**src/rtl/fifo_pkg.sv**
```systemverilog
// Shared definitions for the synchronous FIFO: read-mode selectors and a
// width helper used to size pointers and the occupancy count.
package fifo_pkg;

  localparam int FIFO_STD  = 0;
  localparam int FIFO_FWFT = 1;

  function automatic int clog2(input int value);
    int r;
    r = 0;
    for (int i = 0; i < 31; i++) begin
      if ((1 << i) < value) r = i + 1;
    end
    return r;
  endfunction

endpackage

```
**src/rtl/fifo_ram.sv**
```systemverilog
// WIDTH x DEPTH storage: one synchronous write port, one asynchronous read port.
// Contents are never reset; the controller tracks which entries are live.
module fifo_ram #(
  parameter int WIDTH = 8,
  parameter int DEPTH = 16,
  parameter int AW    = 4
) (
  input  logic             clk,
  input  logic             we,
  input  logic [AW-1:0]    waddr,
  input  logic [WIDTH-1:0] wdata,
  input  logic [AW-1:0]    raddr,
  output logic [WIDTH-1:0] rdata
);

  logic [WIDTH-1:0] mem [DEPTH];

  always_ff @(posedge clk) begin
    if (we) mem[waddr] <= wdata;
  end

  assign rdata = mem[raddr];

endmodule

```
**src/rtl/sync_fifo_ctrl.sv**
```systemverilog
// Single-clock FIFO controller: wrap-around pointers, occupancy count, flags,
// one-cycle error pulses, and either a registered or fall-through read port.
module sync_fifo_ctrl
  import fifo_pkg::*;
#(
  parameter  int WIDTH     = 8,
  parameter  int DEPTH     = 16,
  parameter  int AFULL_TH  = DEPTH - 2,
  parameter  int AEMPTY_TH = 2,
  parameter  int FWFT      = 0,
  localparam int CW        = clog2(DEPTH + 1)
) (
  input  logic             clk,
  input  logic             rst_n,
  input  logic             clr,
  input  logic             wr_en,
  input  logic [WIDTH-1:0] wr_data,
  input  logic             rd_en,
  output logic [WIDTH-1:0] rd_data,
  output logic             rd_valid,
  output logic             full,
  output logic             empty,
  output logic             almost_full,
  output logic             almost_empty,
  output logic [CW-1:0]    count,
  output logic             overflow,
  output logic             underflow
);

  localparam int PW = clog2(DEPTH);

  logic [PW-1:0]    wr_ptr;
  logic [PW-1:0]    rd_ptr;
  logic [WIDTH-1:0] ram_rdata;
  logic             wr_acc;
  logic             rd_acc;

  function automatic logic [PW-1:0] ptr_inc(input logic [PW-1:0] p);
    if (p == PW'(DEPTH - 1)) return '0;
    return p + 1'b1;
  endfunction

  // Flags come only from the registered count, so they are glitch-free.
  assign full         = (count == CW'(DEPTH));
  assign empty        = (count == '0);
  assign almost_full  = (count >= CW'(AFULL_TH));
  assign almost_empty = (count <= CW'(AEMPTY_TH));

  assign wr_acc = wr_en && !full;
  assign rd_acc = rd_en && !empty;

  fifo_ram #(
    .WIDTH (WIDTH),
    .DEPTH (DEPTH),
    .AW    (PW)
  ) u_ram (
    .clk   (clk),
    .we    (wr_acc && !clr),
    .waddr (wr_ptr),
    .wdata (wr_data),
    .raddr (rd_ptr),
    .rdata (ram_rdata)
  );

  always_ff @(posedge clk or negedge rst_n) begin
    if (!rst_n) begin
      wr_ptr    <= '0;
      rd_ptr    <= '0;
      count     <= '0;
      overflow  <= 1'b0;
      underflow <= 1'b0;
    end else if (clr) begin
      wr_ptr    <= '0;
      rd_ptr    <= '0;
      count     <= '0;
      overflow  <= 1'b0;
      underflow <= 1'b0;
    end else begin
      if (wr_acc) wr_ptr <= ptr_inc(wr_ptr);
      if (rd_acc) rd_ptr <= ptr_inc(rd_ptr);
      case ({wr_acc, rd_acc})
        2'b10:   count <= count + 1'b1;
        2'b01:   count <= count - 1'b1;
        default: count <= count;
      endcase
      overflow  <= wr_en && full;
      underflow <= rd_en && empty;
    end
  end

  if (FWFT == FIFO_FWFT) begin : g_fwft
    // Head word is presented combinationally; masked to zero while empty.
    assign rd_data  = empty ? '0 : ram_rdata;
    assign rd_valid = !empty;
  end else begin : g_std
    always_ff @(posedge clk or negedge rst_n) begin
      if (!rst_n) begin
        rd_data  <= '0;
        rd_valid <= 1'b0;
      end else if (clr) begin
        rd_valid <= 1'b0;
      end else begin
        rd_valid <= rd_acc;
        if (rd_acc) rd_data <= ram_rdata;
      end
    end
  end

endmodule

```
**config.mk**
```make
export PLATFORM = sky130hd
export DESIGN_NAME = sync_fifo_ctrl
export DESIGN_NICKNAME = d
export VERILOG_FILES = /design/src/rtl/fifo_pkg.sv /design/src/rtl/fifo_ram.sv /design/src/rtl/sync_fifo_ctrl.sv
export SDC_FILE = /design/constraint.sdc
export NUM_CORES = 1
export LEC_CHECK = 0
export CAP_MARGIN = 20
export CORE_ASPECT_RATIO = 1.4
export CORE_MARGIN = 2
export CORE_UTILIZATION = 64
export CTS_BUF_LIST = sky130_fd_sc_hd__clkbuf_4 sky130_fd_sc_hd__clkbuf_8 sky130_fd_sc_hd__clkbuf_16
export CTS_CLUSTER_DIAMETER = 100
export DETAILED_ROUTE_END_ITERATION = 16
export PLACE_DENSITY = 0.84
export SLEW_MARGIN = 20
export SYNTH_ARGS = -nofsm -noshare
export SYNTH_HDL_FRONTEND = slang
export SYNTH_SLANG_ARGS = --single-unit
```
**constraint.sdc**
```tcl
create_clock -name clk -period 7.1 [get_ports clk]
set_input_delay 0.71 -clock clk [delete_from_list [all_inputs] [get_ports clk]]
set_output_delay 0.71 -clock clk [all_outputs]
set_load 0.02 [all_outputs]
```
==> results of run 1 <==
[critical path, cell delays in order]
cell and delay, ns:
clkdlybuf4s50_1 0.65, a21boi_2 0.50, nor2b_1 0.41, nand2_1 0.18
nor3_1 0.86
[kinds of logic (layout without fill, tap and decap cells)]
| kind of cell | count (synthesis) | after routing | synth area share, % |
|---|---|---|---|
| flops | 152 | 152 | 71.5 |
| fa+ha+maj | 7 | 7 | 1.41 |
| mux | 52 | 52 | 14.9 |
| buf+inv | 22 | 71 | 1.57 |
| compound gates | 30 | 30 | 3.91 |
| simple gates | 73 | 73 | 5.84 |
| xor+xnor | 6 | 6 | 0.846 |
[cell usage after synthesis]
master | number | area, sq um
nor3_1 | 9 | 45.0
a21oi_1 | 8 | 40.0
a211oi_1 | 1 | 7.51
mux2i_1 | 19 | 190
nor2b_1 | 3 | 18.8
mux4_2 | 32 | 721
xnor2_1 | 3 | 26.3
dfrtp_1 | 24 | 601
xor2_1 | 3 | 26.3
nand3_2 | 1 | 10.0
mux2_4 | 1 | 15.0
nand3_1 | 1 | 5.00
a2111oi_0 | 1 | 8.76
or3_1 | 3 | 18.8
clkbuf_1 | 9 | 33.8
nor2_1 | 24 | 90.1
o32ai_2 | 1 | 16.3
o21ai_0 | 3 | 15.0
nand2b_1 | 5 | 31.3
and3b_1 | 1 | 8.76
a22oi_1 | 1 | 7.51
buf_1 | 1 | 3.75
and3_1 | 1 | 6.26
edfxtp_1 | 128 | 3840
a21o_1 | 1 | 7.51
a31o_2 | 2 | 17.5
buf_2 | 6 | 30.0
nand2_1 | 19 | 71.3
o21a_1 | 2 | 15.0
a21boi_2 | 1 | 11.3
nor4_4 | 1 | 21.3
inv_1 | 5 | 18.8
o221ai_1 | 8 | 70.1
o221ai_4 | 1 | 26.3
and2_1 | 3 | 18.8
buf_6 | 1 | 11.3
or4_4 | 1 | 11.3
or2_2 | 1 | 6.26
ha_1 | 7 | 87.6
[path summary, 6_finish.rpt]
path | from | end | slack (ns) | cells past startpoint
max | wr_en | u_ram.mem[2][4]$_DFFE_PP_ | 3.83 | 5
min | rst_n | count[2]$_DFFE_PN0P_ | 0.29 | 1
max reg2reg | count[1]$_DFFE_PN0P_ | u_ram.mem[2][4]$_DFFE_PP_ | 4.10 | 5
min reg2reg | rd_data[4]$_DFFE_PN0P_ | rd_data[4]$_DFFE_PN0P_ | 0.50 | 2
max in group asynchronous | rst_n | rd_ptr[2]$_DFFE_PN0P_ | 6.39 | 1
min in group clk | rd_data[4]$_DFFE_PN0P_ | rd_data[4]$_DFFE_PN0P_ | 0.50 | 2
[power groups by stage]
stage	logic [mW]	clock network [mW]	registers, mW
2_1_floorplan	0.314	0	1.12
4_1_cts	0.509	0.938	1.11
3_3_place_gp	0.490	0	1.12
5_1_grt	0.550	0.974	1.11
3_5_place_dp	0.505	0	1.12
6_report	0.507	0.930	1.11
[routing by layer]
metal / global-route usage [%] / routed length (um)
met2: 45.6 / 6960
met4: 11.3 / 405
met3: 7.17 / 821
met5: 0 / 0
met1: 35.3 / 4880
[area by class of cell]
class                   count  area (sq um)
clock inverters            14           181
fillers                   532          2230
repair buffers             34           330
well taps                 110           138
inverters                   5          18.8
flip-flops and latches    152          4450
multi-input cells         168          1680
clock buffers              18           433
[placed cells by master (no fill, tap or decap), types with 2 or more instances in the layout]
cell	instances
edfxtp_1	128
mux4_2	32
clkdlybuf4s50_1	31
nor2_1	24
dfrtp_1	22
mux2i_1	19
nand2_1	19
clkbuf_16	17
nor3_1	8
o221ai_1	8
a21oi_1	8
ha_1	7
inv_1	5
nand2b_1	5
bufinv_16	4
nor2b_1	3
and2_1	3
xnor2_1	3
or3_1	3
xor2_1	3
o21ai_0	3
clkinv_1	3
clkinvlp_4	3
a31o_2	2
o21a_1	2
clkinv_2	2
clkinv_4	2
buf_4	2
dfrtp_2	2
[flip-flops by register name, summed over array words and instances, names as in the netlist]
name,cells
u_ram.mem,128
rd_data,8
count,5
rd_ptr,4
wr_ptr,4
overflow,1
rd_valid,1
underflow,1
==> impl_metrics.tcl, run 1 <==
set metrics [dict create \
    synth-seq-area-share_pct 71.5 \
    post-place-ws_ns 3.42 \
    nets 398 \
    synth_seq_cells 152 \
    maxCapViolations 0 \
    p_int_mw 1.85 \
    die_area_sq_um 10500 \
    numCtsBuffers 17 \
    synth_area_sq_um 6210 \
    switching_share_pct 27.3 \
    fin_crit_ns 3.27 \
    hpwl_um 8070 \
    cts_tree "yes" \
    io_buffers 32 \
    postRouteAntennaNets 0 \
    post-route-util_pct 76.4 \
    worstMarginPinSlew_ns 1.09 \
    relSlewSlack_pct 26.7 \
    dpl-instance-area_sq_um 6610 \
    layout-drive-gt1-share_pct 19.7 \
    rows 42 \
    instances_no_fill 501 \
    worstSetupEndpointType "register" \
    wl_um 13100 \
    synth_cell_types 39 \
    n_antenna_cell 0 \
    startpoint_type "primary input" \
    rsz0062_at_grt "false" \
    drt_iter0_drc 492 \
    avgSynthCellArea_sq_um 18.2 \
    fmax_mhz 306 \
    postCtsResizedCells 0 \
    post_drt_wl_per_cell_um 26.1 \
    insertion_delay_ns 0.42 \
    h-tree-depth 4 \
    die_w_um 87.3 \
    grt_first_pass_wirelength_um 20300 \
    clkPwrFrac_pct 36.6 \
    cts_buffer_depth 2 \
    hold_viol_final 0 \
    grtUsageTotal_pct 27.8 \
    p_per_area_nw_per_um2 352 \
    power_leakage_nw 2.43 \
    pwr-share-seq_pct 43.5 \
    grt.overflow.total 0 \
    combPwrFrac_pct 19.9 \
    core_region_area_sq_um 9460 \
    cts_num_sinks 152 \
    tns_ns 0 \
    grt_pass1_vias 3539 \
    cp_max_fo 8 \
    area_growth_pct 16.3 \
    holdWs_ns 0.291 \
    required_ns 7.13 \
    cp_data_arrival_time_ns 3.31 \
    hold_buffers 0 \
    dr.pass1.iters 5 \
    clk_pin_slew_ns 0.06 \
    drcViolationCount 0 \
    dp_cells 469 \
    final_area_sq_um 7220 \
    fin_crit_sh_pct 46.1 \
    worstSetupPathType "in2reg" \
    vias 3317 \
    cts-root-buf "clkbuf_16" \
    synth_fp_nets 362 \
    dieHeight_um 121 \
    place_congestion 0.851 \
    antenna_found_initial 0 \
    holdCritPathClass "in2async" \
    start_util_pct 65.7 \
    p_switching_mw 0.695 \
    grt_max_degree 36 \
    vias_per_cell 6.62 \
    syn_inst 342 \
    yosys_warnings 0 \
    status "finished, final reports clean" \
    cts_setup_buffers 0 \
    peakVddDrop_v 0.000287 \
    power.total_mw 2.54 \
    worst_slack_ns 3.83 \
    setup_violations 0 \
    io_pins 33 \
    finClkSkew_ns 0.00908 \
    maxSlewViolCount 0 \
]
No activity file was read; power rests on OpenSTA's default activity.
==> inputs of run 2 (changes only) <==
CORE_UTILIZATION = 54   (was 64)
PLACE_DENSITY = 0.76   (was 0.84)
clock period = 3 ns   (was 7.1 ns; I/O delays follow)
==> impl_metrics.tcl, run 2 (same netlist as run 1, synthesis figures left out) <==
set metrics [dict create \
    grt_max_degree 36 \
    fmax_mhz 372 \
    dr.pass1.iters 5 \
    place_congestion 0.828 \
    post-place-ws_ns 0.351 \
    cts_tree "yes" \
    postCtsResizedCells 0 \
    postRouteAntennaNets 0 \
    maxCapViolations 0 \
    tns_ns 0 \
    peakVddDrop_v 0.000634 \
    io_buffers 32 \
    area_growth_pct 20.5 \
    cts_num_sinks 152 \
    required_ns 3.34 \
    wl_um 12400 \
    holdCritPathClass "in2async" \
    layout-drive-gt1-share_pct 23.8 \
    worstSetupPathType "reg2reg" \
    largest_reg_flops 128 \
    critPathMaxStageDelay_ns 0.52 \
    setup_violations 0 \
    hpwl_um 7890 \
    startpoint_type "register" \
    antenna_found_initial 0 \
    pwr-share-seq_pct 42.7 \
    hold_viol_final 0 \
    numCtsBuffers 17 \
    fin_crit_sh_pct 89.7 \
    hold_buffers 0 \
    cts_setup_buffers 0 \
    h-tree-depth 4 \
    insertion_delay_ns 0.42 \
    rows 46 \
    vias_per_cell 5.90 \
    maxSlewViolCount 0 \
    die_area_sq_um 12400 \
    p_per_area_nw_per_um2 810 \
    grtUsageTotal_pct 22.0 \
    post-route-util_pct 66.4 \
    worstPathCellList "nor4_4, mux2i_1, xnor2_1, ha_1, or3_1, a21oi_1, mux2i_1, or3_1, a21oi_1" \
    worstSetupEndpointType "register" \
    p_switching_mw 1.66 \
    p_int_mw 4.41 \
    clkPwrFrac_pct 36.7 \
    dieHeight_um 131 \
    nets 423 \
    dpl-instance-area_sq_um 6860 \
    status "finished, final reports clean" \
    io_pins 33 \
    seqCellArea_sq_um 4450 \
    cts_buffer_depth 2 \
    instances_no_fill 560 \
    n_antenna_cell 0 \
    grt_pass1_vias 3456 \
    final_area_sq_um 7490 \
    rsz0062_at_grt "false" \
    power.total_mw 6.06 \
    power_leakage_nw 2.58 \
    vias 3304 \
    grt_first_pass_wirelength_um 19100 \
    reg_top3 "u_ram.mem (128), rd_data (8), count (5)" \
    relSlewSlack_pct 51.6 \
    finClkSkew_ns 0.0105 \
    worst_slack_ns 0.309 \
    post_drt_wl_per_cell_um 22.1 \
    start_util_pct 55.1 \
    die_w_um 94.7 \
    layout_commonest_cell "edfxtp_1" \
    cts-root-buf "clkbuf_16" \
    fin_crit_ns 2.69 \
    regMostFlops "u_ram.mem" \
    multi_input_area_sq_um 1670 \
    drt_iter0_drc 296 \
    cp_max_fo 11 \
    final_cell_mix "edfxtp_1, mux4_2, clkdlybuf4s50_1" \
    switching_share_pct 27.3 \
    critical-path-slowest-cell "dfrtp_1" \
    cp_data_arrival_time_ns 3.03 \
    drcViolationCount 0 \
    clk_pin_slew_ns 0.06 \
    holdWs_ns 0.0847 \
    fillerInstances 772 \
    core_region_area_sq_um 11300 \
    combPwrFrac_pct 20.6 \
    worstMarginPinSlew_ns 0.726 \
    grt.overflow.total 0 \
    dp_cells 528 \
]
-- run 2: critical path: cells and delay by family, from the launching register on --
kind / cells / cell delay [ns]
fa+ha+maj: 1 / 0.24
mux: 2 / 0.41
simple gates: 3 / 1.04
xor+xnor: 1 / 0.11
compound gates: 2 / 0.29
flops: 1 / 0.52
-- run 2: power by group through the flow --
stage / Clock, mW / Sequential, mW / Combinational [mW]
final: 2.23 / 2.59 / 1.25
after global routing: 2.35 / 2.61 / 1.35
after CTS: 2.25 / 2.59 / 1.26
after detailed placement: 0 / 2.63 / 1.25
after global placement: 0 / 2.62 / 1.21
after floorplan: 0 / 2.65 / 0.743
-- run 2: worst paths after layout --
check                                         end  depth (start not counted)                    from  slack, ns
max in group asynchronous   rd_ptr[2]$_DFFE_PN0P_                          3                   rst_n       2.40
max                          count[4]$_DFFE_PN0P_                          9    count[1]$_DFFE_PN0P_       0.31
max reg2reg                  count[4]$_DFFE_PN0P_                          9    count[1]$_DFFE_PN0P_       0.31
min in group clk           rd_data[6]$_DFFE_PN0P_                          2  rd_data[6]$_DFFE_PN0P_       0.50
min reg2reg                rd_data[6]$_DFFE_PN0P_                          2  rd_data[6]$_DFFE_PN0P_       0.50
min                          count[0]$_DFFE_PN0P_                          1                   rst_n       0.08
-- run 2: final cells by class --
type / instances / share of cell area [%]
Clock buffer: 17 / 5.68
Clock inverter: 15 / 2.66
Inverter: 5 / 0.251
Multi-Input combinational cell: 168 / 22.3
Sequential cell: 152 / 59.4
Tap cell: 144 / 2.41
Timing Repair Buffer: 59 / 7.30
-- run 2: layer usage --
metal | track usage [%] | vias up | wire, um
met5 | 0 | - | 0
met4 | 10.1 | 0 | 303
met3 | 4.70 | 22 | 623
met2 | 38.3 | 102 | 6780
met1 | 26.1 | 1698 | 4670
li1 | - | 1482 | -
==> inputs of run 3 (changes only) <==
SLEW_MARGIN = 10   (was 20)
==> impl_metrics.tcl, run 3 (same netlist as run 1, synthesis figures left out) <==
set metrics [dict create \
    grt_pass1_vias 3457 \
    status "finished, final reports clean" \
    power_leakage_nw 2.56 \
    clkPwrFrac_pct 36.2 \
    combPwrFrac_pct 20.7 \
    io_buffers 32 \
    layout-drive-gt1-share_pct 24.3 \
    start_util_pct 55.1 \
    dr.pass1.iters 4 \
    vias 3328 \
    grt_first_pass_wirelength_um 19200 \
    numCtsBuffers 17 \
    peakVddDrop_v 0.000531 \
    area_growth_pct 20.2 \
    maxSlewViolCount 0 \
    antenna_found_initial 0 \
    multi_input_area_sq_um 1670 \
    cp_data_arrival_time_ns 3.04 \
    cts_buffer_depth 2 \
    finClkSkew_ns 0.00654 \
    fin_crit_sh_pct 89.9 \
    hold_viol_final 0 \
    reg2reg_depth 9 \
    setup_violations 0 \
    largest_reg_flops 128 \
    final_cell_mix "edfxtp_1, mux4_2, clkdlybuf4s50_1" \
    post-place-ws_ns 0.343 \
    fin_crit_ns 2.70 \
    hold_buffers 0 \
    seqCellArea_sq_um 4450 \
    grt_max_degree 36 \
    hpwl_um 7780 \
    switching_share_pct 27.6 \
    tns_ns 0 \
    pwr-share-seq_pct 43.1 \
    cts_num_sinks 152 \
    cts_setup_buffers 0 \
    nets 422 \
    h-tree-depth 4 \
    postRouteAntennaNets 0 \
    place_congestion 0.828 \
    die_w_um 94.7 \
    core_region_area_sq_um 11300 \
    post_drt_wl_per_cell_um 22.3 \
    reg_top3 "u_ram.mem (128), rd_data (8), count (5)" \
    postCtsResizedCells 0 \
    dieHeight_um 131 \
    fmax_mhz 371 \
    holdCritPathClass "in2async" \
    drt_iter0_drc 240 \
    relSlewSlack_pct 52.1 \
    worst_slack_ns 0.303 \
    rows 46 \
    rsz0062_at_grt "false" \
    p_int_mw 4.36 \
    clk_pin_slew_ns 0.06 \
    insertion_delay_ns 0.42 \
    maxCapViolations 0 \
    layout_commonest_cell "edfxtp_1" \
    cp_max_fo 11 \
    required_ns 3.34 \
    worstSetupPathType "reg2reg" \
    vias_per_cell 5.95 \
    fillerInstances 791 \
    grt.overflow.total 0 \
    wl_um 12500 \
    grtUsageTotal_pct 22.0 \
    drcViolationCount 0 \
    p_switching_mw 1.66 \
    die_area_sq_um 12400 \
    n_antenna_cell 0 \
    regMostFlops "u_ram.mem" \
    p_per_area_nw_per_um2 806 \
    cts_tree "yes" \
    worstMarginPinSlew_ns 0.719 \
    startpoint_type "register" \
    worstSetupEndpointType "register" \
    io_pins 33 \
    cts-root-buf "clkbuf_16" \
]
-- run 3: cell types whose count changed in the layout (fill, tap and decap cells not counted), sizes merged --
cell | previous run | this run
bufinv | 4 | 3
clkbuf | 17 | 19
clkinvlp | 1 | 2
inv | 9 | 7
buf | 27 | 26
-- run 3: worst max-delay path, cell delays in order (launching register included) --
cell and delay [ns]:
dfrtp_1 0.52, nor4_4 0.42, mux2i_1 0.32, xnor2_1 0.11
ha_1 0.25, or3_1 0.32, a21oi_1 0.16, mux2i_1 0.09
or3_1 0.31, a21oi_1 0.14
-- run 3: power groups by stage --
| stage | combinational, mW | clock, mW | sequential, mW |
|---|---|---|---|
| global route | 1.35 | 2.30 | 2.61 |
| global placement | 1.21 | 0 | 2.62 |
| finish | 1.25 | 2.18 | 2.59 |
| floorplan | 0.743 | 0 | 2.65 |
| CTS | 1.26 | 2.21 | 2.59 |
| detailed placement | 1.25 | 0 | 2.63 |
-- run 3: per-layer routing --
metal	vias up	part of all wire, %	track usage [%]
li1	1469	-	-
met4	0	1.5	7.25
met2	99	56	39.7
met5	-	0	0
met3	13	5.0	5.73
met1	1747	37	25.5
-- run 3: stage by stage --
step	util [%]	hold slack (ns)	instance area (sq um)	total power, mW	instances
floorplan	-	0.00441	6210	3.39	342
global placement	60.6	0.486	6840	3.84	526
detailed placement	60.7	0.485	6850	3.88	527
CTS	66.2	0.179	7470	6.06	559
global route	66.2	0.196	7470	6.27	559
finish	66.2	0.183	7470	6.02	559
-- run 3: final cells by class --
type / count / share of cell area, %
sequential: 152 / 59.5
multi-input combinational: 168 / 22.4
timing repair buffer: 58 / 7.17
clock buffer: 19 / 5.98
tap: 144 / 2.41
clock inverter: 13 / 2.29
inverter: 5 / 0.251
-- run 3: final timing paths --
path / from / end / slack [ns]
min in group clk: rd_data[4]$_DFFE_PN0P_ / rd_data[4]$_DFFE_PN0P_ / 0.52
worst max register to register: count[1]$_DFFE_PN0P_ / count[4]$_DFFE_PN0P_ / 0.30
max in group asynchronous: rst_n / rd_ptr[2]$_DFFE_PN0P_ / 2.33
worst min-delay path: rst_n / count[3]$_DFFE_PN0P_ / 0.18
worst max-delay path: count[1]$_DFFE_PN0P_ / count[4]$_DFFE_PN0P_ / 0.30
worst min register to register: rd_data[4]$_DFFE_PN0P_ / rd_data[4]$_DFFE_PN0P_ / 0.52
